`src/rtl/ring_seq_monitor_pkg.sv`:
```
// Shared types and helpers for the ring counter sequence monitor.
package ring_seq_monitor_pkg;

    // Width of the ring counter this monitor is normally paired with.
    localparam int RING_W = 4;

    // Width of the consecutive-mismatch run counter; holds limits up to 15.
    localparam int RUN_W = 4;

    typedef enum logic [1:0] {
        ACQ    = 2'd0,
        TRACK  = 2'd1,
        CLEAR  = 2'd2,
        SETTLE = 2'd3
    } state_t;

    // Next value of the ring counter after one edge: right shift with the
    // inverted MSB fed back, or unchanged when the counter is holding.
    function automatic logic [RING_W-1:0] ring_next(
        input logic [RING_W-1:0] prev,
        input logic              hold
    );
        if (hold) begin
            return prev;
        end
        return {~prev[RING_W-1], prev[RING_W-1:1]};
    endfunction

endpackage

```
`src/rtl/ring_next_pred.sv`:
```
// Combinational predictor of the next ring counter value for any width >= 2.
module ring_next_pred #(
    parameter int W = 4
) (
    input  logic [W-1:0] prev,
    input  logic         hold,
    output logic [W-1:0] pred
);

    assign pred = hold ? prev : {~prev[W-1], prev[W-1:1]};

endmodule

```
`src/rtl/ring_seq_monitor.sv`:
```
// Checks a 4-bit inverted-feedback ring counter step by step, counts good
// shift steps and asks the counter to clear after repeated mismatches.
module ring_seq_monitor
    import ring_seq_monitor_pkg::*;
#(
    parameter int W         = RING_W,
    parameter int ERR_LIMIT = 2,
    parameter int CNT_W     = 8
) (
    input  logic             CLK,
    input  logic             RST,
    input  logic             EN,
    input  logic             S1,
    input  logic [W-1:0]     Q,
    output logic             CLR_REQN,
    output logic             ERR,
    output logic             ERR_STICKY,
    output logic             LOCKED,
    output logic [CNT_W-1:0] STEP_CNT
);

    localparam logic [RUN_W-1:0] RUN_LIMIT = RUN_W'(ERR_LIMIT);

    state_t             state_q, state_d;
    logic [W-1:0]       prev_q, prev_d;
    logic               hold_q, hold_d;
    logic [RUN_W-1:0]   run_q, run_d;
    logic [RUN_W-1:0]   run_inc;
    logic [CNT_W-1:0]   step_q, step_d;
    logic               err_q, err_d;
    logic               sticky_q, sticky_d;
    logic               clr_reqn_q, clr_reqn_d;
    logic               resync_q, resync_d;
    logic [W-1:0]       pred;

    // The prediction always comes from the sample and mode of the same edge,
    // so an S1 toggle is judged against the mode in force during the step.
    ring_next_pred #(.W(W)) u_pred (
        .prev (prev_q),
        .hold (hold_q),
        .pred (pred)
    );

    // Next-state logic: sampling, compare, mismatch run and clear handshake.
    always_comb begin
        state_d    = state_q;
        prev_d     = prev_q;
        hold_d     = hold_q;
        run_d      = run_q;
        step_d     = step_q;
        sticky_d   = sticky_q;
        resync_d   = resync_q;
        err_d      = 1'b0;
        clr_reqn_d = 1'b1;
        run_inc    = (run_q >= RUN_LIMIT) ? RUN_LIMIT : run_q + RUN_W'(1);

        if (!EN) begin
            // Paused: everything holds, but the held sample goes stale.
            resync_d = 1'b1;
        end else begin
            prev_d   = Q;
            hold_d   = S1;
            resync_d = 1'b0;
            unique case (state_q)
                ACQ: begin
                    state_d = TRACK;
                    run_d   = '0;
                end
                TRACK: begin
                    if (resync_q) begin
                        // First edge after a pause only re-acquires.
                        run_d = '0;
                    end else if (Q == pred) begin
                        run_d = '0;
                        if (!hold_q) begin
                            step_d = step_q + CNT_W'(1);
                        end
                    end else begin
                        err_d    = 1'b1;
                        sticky_d = 1'b1;
                        run_d    = run_inc;
                        if (run_inc == RUN_LIMIT) begin
                            state_d    = CLEAR;
                            clr_reqn_d = 1'b0;
                        end
                    end
                end
                CLEAR: begin
                    // A low CLR_REQN already went out unless a pause cancelled it.
                    if (!clr_reqn_q) begin
                        run_d   = '0;
                        state_d = SETTLE;
                    end else begin
                        clr_reqn_d = 1'b0;
                    end
                end
                SETTLE: begin
                    if (resync_q) begin
                        state_d = TRACK;
                        run_d   = '0;
                    end else if (Q == '0) begin
                        state_d = TRACK;
                        prev_d  = '0;
                    end else begin
                        err_d      = 1'b1;
                        sticky_d   = 1'b1;
                        state_d    = CLEAR;
                        clr_reqn_d = 1'b0;
                    end
                end
                default: state_d = ACQ;
            endcase
        end
    end

    // State and registered outputs; reset wins over every other input.
    always_ff @(posedge CLK) begin
        if (RST) begin
            state_q    <= ACQ;
            prev_q     <= '0;
            hold_q     <= 1'b0;
            run_q      <= '0;
            step_q     <= '0;
            err_q      <= 1'b0;
            sticky_q   <= 1'b0;
            clr_reqn_q <= 1'b1;
            resync_q   <= 1'b0;
        end else begin
            state_q    <= state_d;
            prev_q     <= prev_d;
            hold_q     <= hold_d;
            run_q      <= run_d;
            step_q     <= step_d;
            err_q      <= err_d;
            sticky_q   <= sticky_d;
            clr_reqn_q <= clr_reqn_d;
            resync_q   <= resync_d;
        end
    end

    assign CLR_REQN   = clr_reqn_q;
    assign ERR        = err_q;
    assign ERR_STICKY = sticky_q;
    assign STEP_CNT   = step_q;
    assign LOCKED     = (state_q == TRACK) && (run_q == '0) && !resync_q;

endmodule
```
`config.mk`:
```
export PLATFORM = sky130hd
export DESIGN_NAME = ring_seq_monitor
export DESIGN_NICKNAME = d
export VERILOG_FILES = /design/src/rtl/ring_seq_monitor_pkg.sv /design/src/rtl/ring_next_pred.sv /design/src/rtl/ring_seq_monitor.sv
export SDC_FILE = /design/constraint.sdc
export NUM_CORES = 1
export LEC_CHECK = 0
export BUFFER_PORTS_ARGS = -buffer_cell sky130_fd_sc_hd__buf_4
export CORE_MARGIN = 8
export CORE_UTILIZATION = 59
export DETAILED_ROUTE_END_ITERATION = 10
export GPL_TIMING_DRIVEN = 0
export PLACE_DENSITY = 0.87
export SLEW_MARGIN = 20
export SYNTH_ARGS = -nofsm -noshare
export SYNTH_HDL_FRONTEND = slang
export SYNTH_SLANG_ARGS = --single-unit
```
`constraint.sdc`:
```
create_clock -name CLK -period 3.1 [get_ports CLK]
set_clock_uncertainty 0.05 [all_clocks]
set_input_delay 0.31 -clock CLK [delete_from_list [all_inputs] [get_ports CLK]]
set_output_delay 0.31 -clock CLK [all_outputs]
set_load 0.01 [all_outputs]
```
==> flow_metrics.tcl, run 1 <==
set metrics [dict create \
    run_status "finished clean" \
    synth_edf_count 0 \
    ys_seq_area_share_pct 36.5 \
    clock-root-buffer "clkbuf_4" \
    pre_cts_ws_ns 0.751 \
    ir_drop_uv 256 \
    yosys.area.top_type "dfxtp_1" \
    tns_ns 0 \
    cts_setup_buffers 0 \
    ant_nets 0 \
    cts_buffers 3 \
    post-synth-top-count-cell "dfxtp_1" \
    p_total_uw 518 \
    drive_above_1_share_pct 14.1 \
    leakage_nw 0.572 \
    first_pass_iters 4 \
    synth_top_area_share_pct 36.5 \
    cp_cell_sequence "nor3b_1 > nand3b_1 > a2111oi_1 > mux2_1" \
    ys_top_cells_by_count "23 x dfxtp_1, 16 x nor2_1, 9 x nor2b_1" \
    synth_fp_nets 153 \
    hold_buffers 0 \
    dp_hpwl_um 2020 \
    synthTopCellsByArea "dfxtp_1 37%, mux2_1 6.3%, mux2i_1 5.6%, a2111oi_1 4.8%, nor2_1 4.8%" \
    routed_wl_um 2670 \
    hold_class "in2reg" \
    die_w_um 62.2 \
    crit_path_end_kind "flop" \
    synthFlopType "dfxtp_1" \
    wl_per_cell_um 14.0 \
    worstSetupStartpointType "flop" \
    max_freq_ghz 0.427 \
    synthesis.area_mm2 0.00126 \
    finalMaxSlewViolations 0 \
    grt_max_degree 13 \
    viasPerCell 5.95 \
    grt_antenna_before_repair 0 \
    synth.avg_cell_area_um2 8.94 \
    holdWs_ns 0.184 \
    nets 176 \
    max_cap_viol_count 0 \
    drtIter0Drc 22 \
    period_minus_slack_ns 2.34 \
    fin_util_pct 73.5 \
    grt_usage_pct 13.8 \
    crit_buf_inv 0 \
    synth_cell_types 39 \
    fillers 156 \
    crit_family "simple AND/OR/NAND/NOR gates" \
    critPathMaxStageDelay_ns 0.53 \
    start_util_pct 63.6 \
    vias 1130 \
    ys_warn_count 0 \
    layout_setup_ws_ns 0.760 \
    rsz0062_at_grt "false" \
    fp.coreArea_mm2 0.00198 \
    ioPinCount 20 \
    finalSetupViolCount 0 \
    clk_pin_slew_ns 0.12 \
    crit_type "reg2reg" \
    die_h_um 62.2 \
    cp_slowest_cell "nor3b_1" \
    worst-path-max-fanout 7 \
    worst_pin_slew_ns 0.660 \
    post-route-period-util_pct 75.5 \
    grt_overflow 0 \
    crit_arrival_ns 2.50 \
    cts_tree "done" \
    grt_pass1_wl_um 4640 \
    insertion_delay_ns 0.31 \
    rows 16 \
    grt_pass1_vias 1117 \
    powerDensity_mw_per_mm2 356 \
    slew_headroom_pct 55.6 \
    clock_tree.buffer_depth 2 \
    synthCells 141 \
    gp_congestion 0.897 \
    die_area_mm2 0.00387 \
    diodes 0 \
    cts_resized 0 \
    cts_max_level 1 \
    worstPathRequired_ns 3.26 \
    portBuffers 18 \
    hold_viol 0 \
    drc 0 \
    numClockSinks 23 \
    synthToLayoutAreaGrowth_pct 15.5 \
    ys_ff_latch 23 \
    async_flop_share_pct 0 \
]
state kept, by name, summed over array words and instances (netlist names):
signal,count
prev_q,4
CLR_REQN,1
ERR_STICKY,1
STEP_CNT,8
run_q,4
resync_q,1
ERR,1
hold_q,1
state_q,2
final cells by class:
class,count,area [um2],area share [%]
flip-flops and latches,23,460,31.6
multi-input cells,108,762,52.3
clock buffers,4,26.3,1.80
well taps,27,33.8,2.32
repair buffers,18,135,9.28
inverters,6,22.5,1.55
plain buffers,4,16.3,1.12
cell usage in the layout (no fill, tap or decap), types with 3 or more instances in the layout:
cell type and instances:
dfxtp_1 23, buf_4 18, nor2_1 16, nor2b_1 9, mux2i_1 7, nand2_1 7
mux2_1 7, nand3_1 6, a2111oi_1 6, inv_1 5, clkbuf_1 4, xnor2_1 4
nand4_1 4, o211ai_1 4, o21ai_0 4, ha_1 4, nand2b_1 3, nand3b_1 3
clkbuf_4 3
power breakdown:
part | switching, mW | internal, mW
sequential | 0.00795 | 0.303
clock | 0.0868 | 0.0502
combinational | 0.0407 | 0.0289
through the flow:
step,area (um2),std cells
after global placement,1430,186
after floorplan,1260,141
after detailed placement,1430,186
final,1460,190
after CTS,1460,190
after global routing,1460,190
final timing paths:
check / end / depth (start not counted) / from / slack, ns
max: STEP_CNT[5] / 4 / state_q[0] / 0.76
min: hold_q / 3 / S1 / 0.18
max reg2reg: STEP_CNT[5] / 4 / state_q[0] / 0.76
min reg2reg: ERR_STICKY / 2 / ERR_STICKY / 0.44
cells by family (layout without fill, tap and decap cells):
kind of cell	Yosys count	count (layout)	share of synthesized area [%]
flops	23	23	36.5
mux	14	14	11.8
buf+inv	10	32	3.07
compound gates	28	28	17.5
simple gates	57	57	23.7
xor+xnor	5	5	3.47
fa+ha+maj	4	4	3.97
routing by layer:
metal | track usage (%) | share of wire, % | vias to the layer above
met4 | 6.41 | 2.8 | 0
met2 | 23.9 | 48 | 26
met5 | 0 | 0 | -
met1 | 15.0 | 45 | 535
li1 | - | - | 560
met3 | 3.76 | 3.6 | 9
worst min-delay path: stages:
cell and delay [ns]:
buf_4 0.08, mux2i_1 0.05, nor2_1 0.07
Power figures use the tool's default switching activity.
==> run 2, diff against run 1 <==
--- a/config.mk
+++ b/config.mk
@@ -7,10 +7,10 @@
 export LEC_CHECK = 0
 export BUFFER_PORTS_ARGS = -buffer_cell sky130_fd_sc_hd__buf_4
 export CORE_MARGIN = 8
-export CORE_UTILIZATION = 59
+export CORE_UTILIZATION = 49
 export DETAILED_ROUTE_END_ITERATION = 10
 export GPL_TIMING_DRIVEN = 0
-export PLACE_DENSITY = 0.87
+export PLACE_DENSITY = 0.77
 export SLEW_MARGIN = 20
 export SYNTH_ARGS = -nofsm -noshare
 export SYNTH_HDL_FRONTEND = slang
==> constraint.sdc (replaced) <==
create_clock -name CLK -period 1.9 [get_ports CLK]
set_clock_uncertainty 0.05 [all_clocks]
set_input_delay 0.19 -clock CLK [delete_from_list [all_inputs] [get_ports CLK]]
set_output_delay 0.19 -clock CLK [all_outputs]
set_load 0.01 [all_outputs]
==> run 2 against run 1 <==
Against the previous run:
- the flow now finishes with violations (setup timing)
- sequential cell count unchanged
- largest power group unchanged
- cell count up 3.7%
- utilization down 6.0 points
==> flow_metrics.tcl, run 2 (same netlist as run 1, synthesis figures left out) <==
set metrics [dict create \
    crit_arrival_ns 2.16 \
    p_int_uw 643 \
    grt_pass1_wl_um 4890 \
    dp_hpwl_um 2080 \
    clock_tree.buffer_depth 2 \
    wl_met1_um 1350 \
    portBuffers 18 \
    cp_cell_sequence "or3b_4 > a211o_4 > a2111oi_4 > mux2_1" \
    worst_pin_slew_ns 0.640 \
    grt_antenna_before_repair 0 \
    cp_slowest_cell "a211o_4" \
    grt_overflow 0 \
    post-route-period-util_pct 105 \
    gp_congestion 0.872 \
    largest_register_ffs 8 \
    wl_per_cell_um 15.5 \
    powerDensity_mw_per_mm2 539 \
    r2r-end "STEP_CNT[2]" \
    die_w_um 66.7 \
    hold_class "in2reg" \
    critPathMaxStageDelay_ns 0.43 \
    dr_wl_met3_um 149 \
    cts_tree "done" \
    rsz0062_at_grt "true" \
    finalMaxSlewViolations 0 \
    ir_drop_uv 426 \
    fin_util_pct 67.5 \
    hold_viol 0 \
    grt_usage_pct 13.5 \
    switching_share_pct 28.0 \
    cts_buffers 3 \
    drtIter0Drc 48 \
    ioPinCount 20 \
    leakage_nw 0.608 \
    max_freq_ghz 0.499 \
    crit_type "reg2reg" \
    clk_pin_slew_ns 0.12 \
    routed_wl_um 3050 \
    p_clk_share_pct 25.3 \
    reg2reg_from "prev_q[3]" \
    crit_start "prev_q[3]" \
    drive_above_1_share_pct 26.9 \
    run_status "finished, violations left" \
    die_area_mm2 0.00445 \
    ant_nets 0 \
    top_layer_used "met4" \
    cts_max_level 1 \
    final_cell_mix "22 x dfxtp_1, 22 x buf_4, 16 x nor2_1, 9 x nor2b_1, 7 x nand2_1" \
    regToRegSetupSlack_ns -0.10 \
    grt_pass1_vias 1104 \
    viasPerCell 5.88 \
    worst-path-max-fanout 8 \
    layout_setup_ws_ns -0.104 \
    pre_cts_ws_ns -0.204 \
    rows 18 \
    diodes 0 \
    max_cap_viol_count 0 \
    start_util_pct 51.4 \
    crit_path_end_kind "flop" \
    slew_headroom_pct 56.9 \
    vias 1159 \
    insertion_delay_ns 0.31 \
    r2r_cells 4 \
    violations "setup timing" \
    grt_max_degree 13 \
    nets 180 \
    p_switching_uw 250 \
    drc 0 \
    finalSetupViolCount 7 \
    holdWs_ns 0.0612 \
    clock-root-buffer "clkbuf_4" \
    fp.coreArea_mm2 0.00245 \
    synthToLayoutAreaGrowth_pct 31.3 \
    seq_power_share_pct 56.9 \
    pwr-share-comb_pct 17.7 \
    worstSetupStartpointType "flop" \
    worstPathRequired_ns 2.06 \
    first_pass_iters 4 \
    wl_met2_um 1510 \
    period_minus_slack_ns 2.00 \
    crit_end "STEP_CNT[2]" \
    hold_buffers 0 \
    numClockSinks 23 \
    die_h_um 66.7 \
]
[run 2: cell count changes in the layout (fill, tap and decap cells not counted), moves of 3 or more]
cell / delta
mux2_1: -3
o21ai_1: +4
a2111oi_4: +5
mux2_4: +3
buf_4: +4
a2111oi_1: -6
o21ai_0: -4
[run 2: metrics by stage]
stage | TNS [ns] | power (mW) | area (um2) | cells
floorplan | -0.194 | 0.592 | 1270 | 141
global placement | -1.31 | 0.627 | 1440 | 189
detailed placement | -2.06 | 0.632 | 1440 | 189
CTS | -0.283 | 0.880 | 1560 | 197
global route | -0.883 | 0.947 | 1660 | 197
finish | -0.477 | 0.893 | 1660 | 197
[run 2: how the worst min path moves through the flow]
stage                     from     end  slack, ns  depth (start not counted)
after global routing        S1  hold_q       0.08                          3
after floorplan             S1  hold_q       0.29                          2
after CTS                   S1  hold_q       0.07                          3
after global placement      S1  hold_q       0.38                          3
after detailed placement    S1  hold_q       0.39                          3
final                       S1  hold_q       0.06                          3
[run 2: what timing repair did]
item,in CTS,in global routing
endpoints found under the setup margin,15,15
pin swaps,4,5
buffers inserted,4,0
gates resized for setup,13,16
[run 2: routing by layer]
layer | global-route usage [%] | vias to the layer above
li1 | - | 569
met1 | 16.3 | 550
met2 | 22.9 | 36
met3 | 3.02 | 4
met4 | 4.27 | 0
met5 | 0 | -
[run 2: final cells by class]
type | instances | area [um2]
buffer | 4 | 16.3
multi-input combinational | 108 | 927
inverter | 6 | 22.5
timing repair buffer | 22 | 165
tap | 30 | 37.5
fill | 196 | 798
sequential | 23 | 462
clock buffer | 4 | 26.3
[run 2: critical path: cells and delay by family, from the launching register on]
family          cells  cell delay (ns)
compound gates      2             0.77
simple gates        1             0.37
mux                 1             0.37
flops               1             0.34
[run 2: power groups by stage]
stage	clock [mW]	combinational [mW]	sequential [mW]
finish	0.226	0.158	0.509
global route	0.263	0.173	0.511
CTS	0.237	0.136	0.508
detailed placement	0	0.114	0.518
global placement	0	0.110	0.517
floorplan	0	0.0751	0.517
